## src/rtl/scale_pkg.sv

```systemverilog
// Shared types and defaults for the scaler parameter controller.
package scale_pkg;

  localparam int FRAC_W_DEF = 8;

  typedef enum logic [1:0] {
    ST_IDLE,
    ST_DIV_H,
    ST_DIV_V,
    ST_PEND
  } state_t;

  typedef enum logic {
    MODE_BYPASS = 1'b0,
    MODE_SCALE  = 1'b1
  } mode_t;

endpackage

```

## src/rtl/seq_div_u.sv

```systemverilog
// Unsigned restoring divider: one quotient bit per cycle, N_W cycles per divide.
// done is high during the cycle that performs the final step; quotient holds
// the completed result in that same cycle, so a new start may be issued then.
module seq_div_u #(
  parameter int N_W = 19,
  parameter int D_W = 11
) (
  input  logic           clk,
  input  logic           rst,
  input  logic           start,
  input  logic [N_W-1:0] dividend,
  input  logic [D_W-1:0] divisor,
  output logic           done,
  output logic [N_W-1:0] quotient,
  output logic           div_zero
);

  localparam int CW = $clog2(N_W + 1);

  logic [CW-1:0]  cnt;
  logic [D_W-1:0] rem;
  logic [D_W-1:0] dsr;
  logic [N_W-1:0] quo;
  logic [D_W:0]   trial;
  logic [D_W:0]   diff;
  logic [D_W-1:0] rem_next;
  logic [N_W-1:0] quo_next;

  // One restoring step: shift in the next dividend bit, subtract if it fits.
  always_comb begin
    trial = {rem, quo[N_W-1]};
    diff  = trial - {1'b0, dsr};
    if (trial >= {1'b0, dsr}) begin
      rem_next = diff[D_W-1:0];
      quo_next = {quo[N_W-2:0], 1'b1};
    end else begin
      rem_next = trial[D_W-1:0];
      quo_next = {quo[N_W-2:0], 1'b0};
    end
  end

  assign done     = (cnt == CW'(1));
  assign quotient = quo_next;

  // Load on start (start wins over a step in progress), otherwise iterate.
  always_ff @(posedge clk) begin
    if (rst) begin
      cnt      <= '0;
      rem      <= '0;
      dsr      <= '0;
      quo      <= '0;
      div_zero <= 1'b0;
    end else if (start) begin
      cnt      <= CW'(N_W);
      rem      <= '0;
      dsr      <= divisor;
      quo      <= dividend;
      div_zero <= (divisor == '0);
    end else if (cnt != '0) begin
      cnt <= cnt - CW'(1);
      rem <= rem_next;
      quo <= quo_next;
    end
  end

endmodule

```

## src/rtl/scale_para_ctrl.sv

```systemverilog
// Scaler parameter controller: accepts a config, computes fixed-point scale
// factors with a shared sequential divider, and commits all active outputs
// together on the first vsync falling edge seen while pending.
module scale_para_ctrl
  import scale_pkg::*;
#(
  parameter int DIM_W       = 11,
  parameter int FRAC_W      = FRAC_W_DEF,
  parameter int K_W         = 16,
  parameter int ADDR_W      = 28,
  parameter int BURST_SHIFT = 3
) (
  input  logic                       clk,
  input  logic                       rst,
  input  logic                       vsync,
  input  logic                       cfg_valid,
  output logic                       cfg_ready,
  input  logic                       cfg_mode,
  input  logic [DIM_W-1:0]           s_width,
  input  logic [DIM_W-1:0]           s_height,
  input  logic [DIM_W-1:0]           t_width,
  input  logic [DIM_W-1:0]           t_height,
  output logic                       act_mode,
  output logic [DIM_W-1:0]           act_t_width,
  output logic [DIM_W-1:0]           act_t_height,
  output logic [K_W-1:0]             h_scale_k,
  output logic [K_W-1:0]             v_scale_k,
  output logic [DIM_W-BURST_SHIFT-1:0] burst_len,
  output logic [ADDR_W-1:0]          addr_max,
  output logic                       busy,
  output logic                       cfg_err,
  output logic                       commit
);

  localparam int N_W = DIM_W + FRAC_W;
  localparam logic [K_W-1:0] K_ONE = K_W'(1) << FRAC_W;

  function automatic logic [K_W-1:0] sat_k(input logic [N_W-1:0] q);
    logic [N_W+K_W-1:0] qx;
    qx = {{K_W{1'b0}}, q};
    if ((qx >> K_W) != '0) return '1;
    return qx[K_W-1:0];
  endfunction

  state_t         state, state_next;
  mode_t          sh_mode;
  logic [DIM_W-1:0] sh_sw, sh_sh, sh_tw, sh_th;
  logic [K_W-1:0] sh_hk, sh_vk;
  logic           vsync_d, boundary;
  logic           accept, start_div, cap_h, cap_v, do_commit, cfg_bad;
  logic           div_done, div_zero;
  logic [N_W-1:0] div_q, div_dividend;
  logic [DIM_W-1:0] div_divisor, eff_w, eff_h;
  logic [2*DIM_W-1:0] area;

  assign boundary = vsync_d & ~vsync;
  assign accept   = (state == ST_IDLE) && cfg_valid;

  // H divide starts straight from the ports on accept; V reuses the divider
  // from the shadow registers in the same cycle H finishes.
  assign div_dividend = (state == ST_IDLE) ? {s_width, {FRAC_W{1'b0}}}
                                           : {sh_sh, {FRAC_W{1'b0}}};
  assign div_divisor  = (state == ST_IDLE) ? t_width : sh_th;

  assign eff_w = (sh_mode == MODE_SCALE) ? sh_tw : sh_sw;
  assign eff_h = (sh_mode == MODE_SCALE) ? sh_th : sh_sh;
  assign area  = (2*DIM_W)'(eff_w) * (2*DIM_W)'(eff_h);

  seq_div_u #(.N_W(N_W), .D_W(DIM_W)) u_div (
    .clk      (clk),
    .rst      (rst),
    .start    (start_div),
    .dividend (div_dividend),
    .divisor  (div_divisor),
    .done     (div_done),
    .quotient (div_q),
    .div_zero (div_zero)
  );

  // State register.
  always_ff @(posedge clk) begin
    if (rst) state <= ST_IDLE;
    else     state <= state_next;
  end

  // Next-state and per-cycle control strobes.
  always_comb begin
    state_next = state;
    start_div  = 1'b0;
    cap_h      = 1'b0;
    cap_v      = 1'b0;
    do_commit  = 1'b0;
    cfg_bad    = 1'b0;
    case (state)
      ST_IDLE: begin
        if (cfg_valid) begin
          if (cfg_mode == MODE_SCALE) begin
            start_div  = 1'b1;
            cfg_bad    = (t_width == '0) || (t_height == '0);
            state_next = ST_DIV_H;
          end else begin
            state_next = ST_PEND;
          end
        end
      end
      ST_DIV_H: begin
        if (div_zero || (sh_th == '0)) begin
          state_next = ST_IDLE;
        end else if (div_done) begin
          cap_h      = 1'b1;
          start_div  = 1'b1;
          state_next = ST_DIV_V;
        end
      end
      ST_DIV_V: begin
        if (div_done) begin
          cap_v      = 1'b1;
          state_next = ST_PEND;
        end
      end
      ST_PEND: begin
        if (boundary) begin
          do_commit  = 1'b1;
          state_next = ST_IDLE;
        end
      end
      default: state_next = ST_IDLE;
    endcase
  end

  // Shadow config and computed factors awaiting the frame boundary.
  always_ff @(posedge clk) begin
    if (rst) begin
      sh_mode <= MODE_BYPASS;
      sh_sw   <= '0;
      sh_sh   <= '0;
      sh_tw   <= '0;
      sh_th   <= '0;
      sh_hk   <= K_ONE;
      sh_vk   <= K_ONE;
    end else begin
      if (accept) begin
        sh_mode <= mode_t'(cfg_mode);
        sh_sw   <= s_width;
        sh_sh   <= s_height;
        sh_tw   <= t_width;
        sh_th   <= t_height;
      end
      if (cap_h) sh_hk <= sat_k(div_q);
      if (cap_v) sh_vk <= sat_k(div_q);
    end
  end

  // Registered status, pulses, and the active set updated only on commit.
  always_ff @(posedge clk) begin
    if (rst) begin
      vsync_d      <= 1'b0;
      cfg_ready    <= 1'b1;
      busy         <= 1'b0;
      cfg_err      <= 1'b0;
      commit       <= 1'b0;
      act_mode     <= 1'b0;
      act_t_width  <= '0;
      act_t_height <= '0;
      h_scale_k    <= K_ONE;
      v_scale_k    <= K_ONE;
      burst_len    <= '0;
      addr_max     <= '0;
    end else begin
      vsync_d   <= vsync;
      cfg_ready <= (state_next == ST_IDLE);
      busy      <= (state_next != ST_IDLE);
      cfg_err   <= cfg_bad;
      commit    <= do_commit;
      if (do_commit) begin
        act_mode     <= (sh_mode == MODE_SCALE);
        act_t_width  <= eff_w;
        act_t_height <= eff_h;
        h_scale_k    <= (sh_mode == MODE_SCALE) ? sh_hk : K_ONE;
        v_scale_k    <= (sh_mode == MODE_SCALE) ? sh_vk : K_ONE;
        burst_len    <= eff_w[DIM_W-1:BURST_SHIFT];
        addr_max     <= ADDR_W'(area);
      end
    end
  end

endmodule

```

## config.mk

```make
export PLATFORM = sky130hd
export DESIGN_NAME = scale_para_ctrl
export DESIGN_NICKNAME = d
export VERILOG_FILES = /design/src/rtl/scale_pkg.sv /design/src/rtl/seq_div_u.sv /design/src/rtl/scale_para_ctrl.sv
export SDC_FILE = /design/constraint.sdc
export NUM_CORES = 1
export LEC_CHECK = 0
export CAP_MARGIN = 0
export CELL_PAD_IN_SITES_DETAIL_PLACEMENT = 0
export CELL_PAD_IN_SITES_GLOBAL_PLACEMENT = 1
export CORE_MARGIN = 8
export CORE_UTILIZATION = 43
export CTS_BUF_LIST = sky130_fd_sc_hd__clkbuf_16
export DETAILED_ROUTE_END_ITERATION = 8
export GPL_ROUTABILITY_DRIVEN = 0
export GPL_TIMING_DRIVEN = 0
export HOLD_SLACK_MARGIN = 0.05
export MAX_ROUTING_LAYER = met4
export PLACE_DENSITY_LB_ADDON = 0.1
export SKIP_CTS_REPAIR_TIMING = 1
export SYNTH_ARGS = -nofsm -noshare
export SYNTH_HDL_FRONTEND = slang
export SYNTH_SLANG_ARGS = --single-unit
```

## constraint.sdc

```tcl
create_clock -name clk -period 8.5 [get_ports clk]
set_input_delay 1.7 -clock clk [delete_from_list [all_inputs] [get_ports clk]]
set_output_delay 1.7 -clock clk [all_outputs]
set_load 0.02 [all_outputs]
```

==> impl_metrics.py <==
metrics = {
    "layout": {
        "layout_commonest_cell": "nand2_1",
        "fill_cells": 2873,
        "area_growth_pct": 20.5,
        "drive_gt1_share_pct": 4.85,
        "antennaDiodeCount": 0,
        "final_nets": 1920,
        "final_cell_mix": "nand2_1, dfxtp_1, nor2_1, inv_1, clkdlybuf4s50_1",
    },
    "logic_synthesis": {
        "synth_area_per_cell_um2": 8.23,
        "synth_flop_cell": "dfxtp_1",
        "synth_edf_count": 0,
        "synthArstFlopShare_pct": 0,
        "ys_seq_elements": 208,
        "synth_area_mm2": 0.0127,
        "synthTopCellsByArea": "dfxtp_1, fa_1, nand2_1",
        "yosys.area.top_type": "dfxtp_1",
        "yosysUniqueCellTypes": 56,
        "seq_area_frac_synth_pct": 32.7,
        "syn_inst": 1550,
        "yosysWarnings": 0,
        "synth_top_cell_area_share_pct": 32.7,
    },
    "setup_path": {
        "critPathMaxFanout": 10,
        "arrival_ns": 7.59,
        "worstSetupPathType": "reg2reg",
        "r2r_cells": 21,
        "r2r-start": "sh_mode",
        "crit_start": "sh_mode",
        "startpoint_type": "flop",
        "end_kind": "flop",
        "reg2reg_slack_ns": 1.28,
        "worstPathRequired_ns": 8.87,
        "r2r-end": "addr_max[19]",
    },
    "detailed_routing": {
        "drt_iter0_drc": 883,
        "firstDrtPassIters": 5,
        "detailroute.via_count": 11400,
        "wl_per_cell_um": 19.2,
        "routed_wl_mm": 40.8,
        "drc": 0,
        "vias_per_cell": 5.37,
        "ant_nets": 0,
    },
    "floorplan": {
        "fp.dieW_um": 188,
        "die_h_um": 188,
        "core_area_mm2": 0.0294,
        "die-area_mm2": 0.0354,
        "start_util_pct": 43.4,
        "num_rows": 63,
        "ios": 144,
    },
    "job": {
        "cap_viol_max_count": 0,
    },
    "clock_network": {
        "htreeDepth": 1,
        "cts_max_path_buffers": 3,
        "cts_buffers": 24,
        "clk_latency_ns": 0.52,
        "tritoncts": "built",
        "root_buffer": "clkbuf_16",
        "clkTransAtPathRegs_ns": 0.06,
        "clkSinkCount": 208,
    },
    "grt": {
        "grt_max_degree": 13,
        "grt_util_all_layers_pct": 23.2,
        "grt-ovfl-total": 0,
        "grt_pass1_vias": 11300,
        "grt_pass1_wl_mm": 63.8,
        "antenna_found_initial": 0,
    },
    "timing": {
        "tightest_slew_ns": 1.21,
        "hold_viol": 0,
        "hold_ws_ns": 0.448,
        "slew_viol_final": 0,
        "fmax_ghz": 0.138,
        "fin_skew_ns": 0.0218,
        "min_period_over_period_pct": 85.0,
        "fin_crit_ns": 7.22,
        "slew_headroom_pct": 17.3,
        "fin_tns_setup_ns": 0,
        "grt_setup_unrepaired": "false",
        "final-setup-viol-count": 0,
    },
    "power": {
        "ir_worst_vdd_mv": 0.131,
        "combPwrFrac_pct": 38.1,
        "power_frac_clock_pct": 28.0,
        "switchingPower_w": 0.00137,
        "p_leak_nw": 6.10,
        "p_seq_share_pct": 33.9,
        "p_int_w": 0.00213,
        "power.density_mw_per_mm2": 228,
        "totalPowerFinal_w": 0.00350,
        "switching_share_pct": 39.2,
    },
    "min_path": {
        "hp-start": "h_scale_k[3]",
        "hp-class": "reg2reg",
        "whs_path_depth": 2,
        "hold_path_end": "h_scale_k[3]",
    },
    "place": {
        "place_hpwl_mm": 32.5,
        "portBuffers": 136,
    },
    "status": {
        "status": "complete, no violations",
    },
}
-- worst max-delay path by stage --
stage / endpoint / cells after the start / slack (ns)
floorplan: addr_max[21] / 20 / 2.53
global placement: addr_max[19] / 21 / 1.46
detailed placement: addr_max[21] / 20 / 1.52
CTS: addr_max[19] / 21 / 1.41
global route: addr_max[19] / 21 / 0.92
finish: addr_max[19] / 21 / 1.28
-- flip-flops by register name, indices dropped and copies added, names as in the netlist, 16 cells and up --
name	count
addr_max	22
h_scale_k	16
sh_hk	16
sh_vk	16
u_div.quo	19
v_scale_k	16
-- critical path, cell delays in order (launching register included) --
cell and delay (ns):
dfxtp_1 0.30, buf_2 0.22, buf_1 0.59, mux2i_1 1.00, nor2_1 0.13, fa_1 0.52
inv_1 0.05, fa_1 0.47, inv_1 0.06, fa_1 0.51, fa_1 0.54, inv_1 0.05
fa_1 0.52, inv_1 0.04, ha_1 0.36, nand2_1 0.09, nand2_1 0.05, o31ai_1 0.52
nor3_1 0.09, a2111oi_0 0.56, mux2i_1 0.29, a31oi_1 0.10
-- through the flow --
| stage | area [um2] | cells | utilization, % | setup slack, ns |
|---|---|---|---|---|
| finish | 15400 | 2123 | 52.2 | 1.28 |
| floorplan | 12800 | 1555 | - | 2.53 |
| global route | 15400 | 2123 | 52.2 | 0.925 |
| detailed placement | 14600 | 2081 | 49.7 | 1.52 |
| CTS | 15400 | 2123 | 52.2 | 1.41 |
| global placement | 14600 | 2081 | 49.7 | 1.46 |
-- layer usage --
metal	share of wire (%)	up-vias	GRT usage (%)
li1	-	5516	-
met1	46	5550	30.7
met2	46	290	37.0
met3	5.4	49	3.55
met4	2.3	0	5.67
met5	0	-	-
-- layout make-up --
cell class | count | area [um2] | area share, %
Tap cell | 390 | 488 | 3.18
Multi-Input combinational cell | 1106 | 7620 | 49.6
Timing Repair Buffer | 136 | 1360 | 8.86
Clock buffer | 24 | 601 | 3.91
Clock inverter | 18 | 143 | 0.929
Inverter | 132 | 495 | 3.23
Sequential cell | 208 | 4160 | 27.1
Buffer | 109 | 489 | 3.18
-- synthesized netlist by cell type, types with 5 or more instances --
cell,instances
buf_1,13
a31oi_1,8
xnor2_1,12
mux2i_1,29
nor3_1,21
nand2_1,254
nor3b_1,6
inv_1,132
a21oi_1,134
mux2_2,16
nor2_1,172
clkbuf_1,71
nand4_1,5
or2_2,5
a311oi_1,24
dfxtp_1,208
xor2_1,10
or4_1,5
buf_2,7
nor2b_1,17
buf_4,17
a21o_1,7
ha_1,73
o21ai_0,35
nand2b_1,19
nor4_1,7
a211oi_1,66
fa_1,81
nand3_1,46
-- logic make-up (layout without fill, tap and decap cells) --
group / after synthesis / after routing / synth area share (%)
adder cells (fa/ha/maj): 154 / 154 / 19.9
buffers and inverters: 241 / 419 / 7.72
AO/OA/AOI/OAI: 306 / 306 / 15.2
XOR/XNOR: 22 / 22 / 1.51
multiplexers: 45 / 45 / 3.69
AND/OR/NAND/NOR: 573 / 573 / 19.3
other: 1 / 6 / 0.0294
flip-flops: 208 / 208 / 32.7
-- power groups by stage --
stage / clock network (W) / logic [W] / registers [W]
2_1_floorplan: 0 / 0.000925 / 0.00118
3_3_place_gp: 0 / 0.00131 / 0.00120
3_5_place_dp: 0 / 0.00132 / 0.00121
4_1_cts: 0.000994 / 0.00133 / 0.00118
5_1_grt: 0.00104 / 0.00147 / 0.00120
6_report: 0.000981 / 0.00134 / 0.00119
Note: power is estimated with default switching activity, not from simulation.
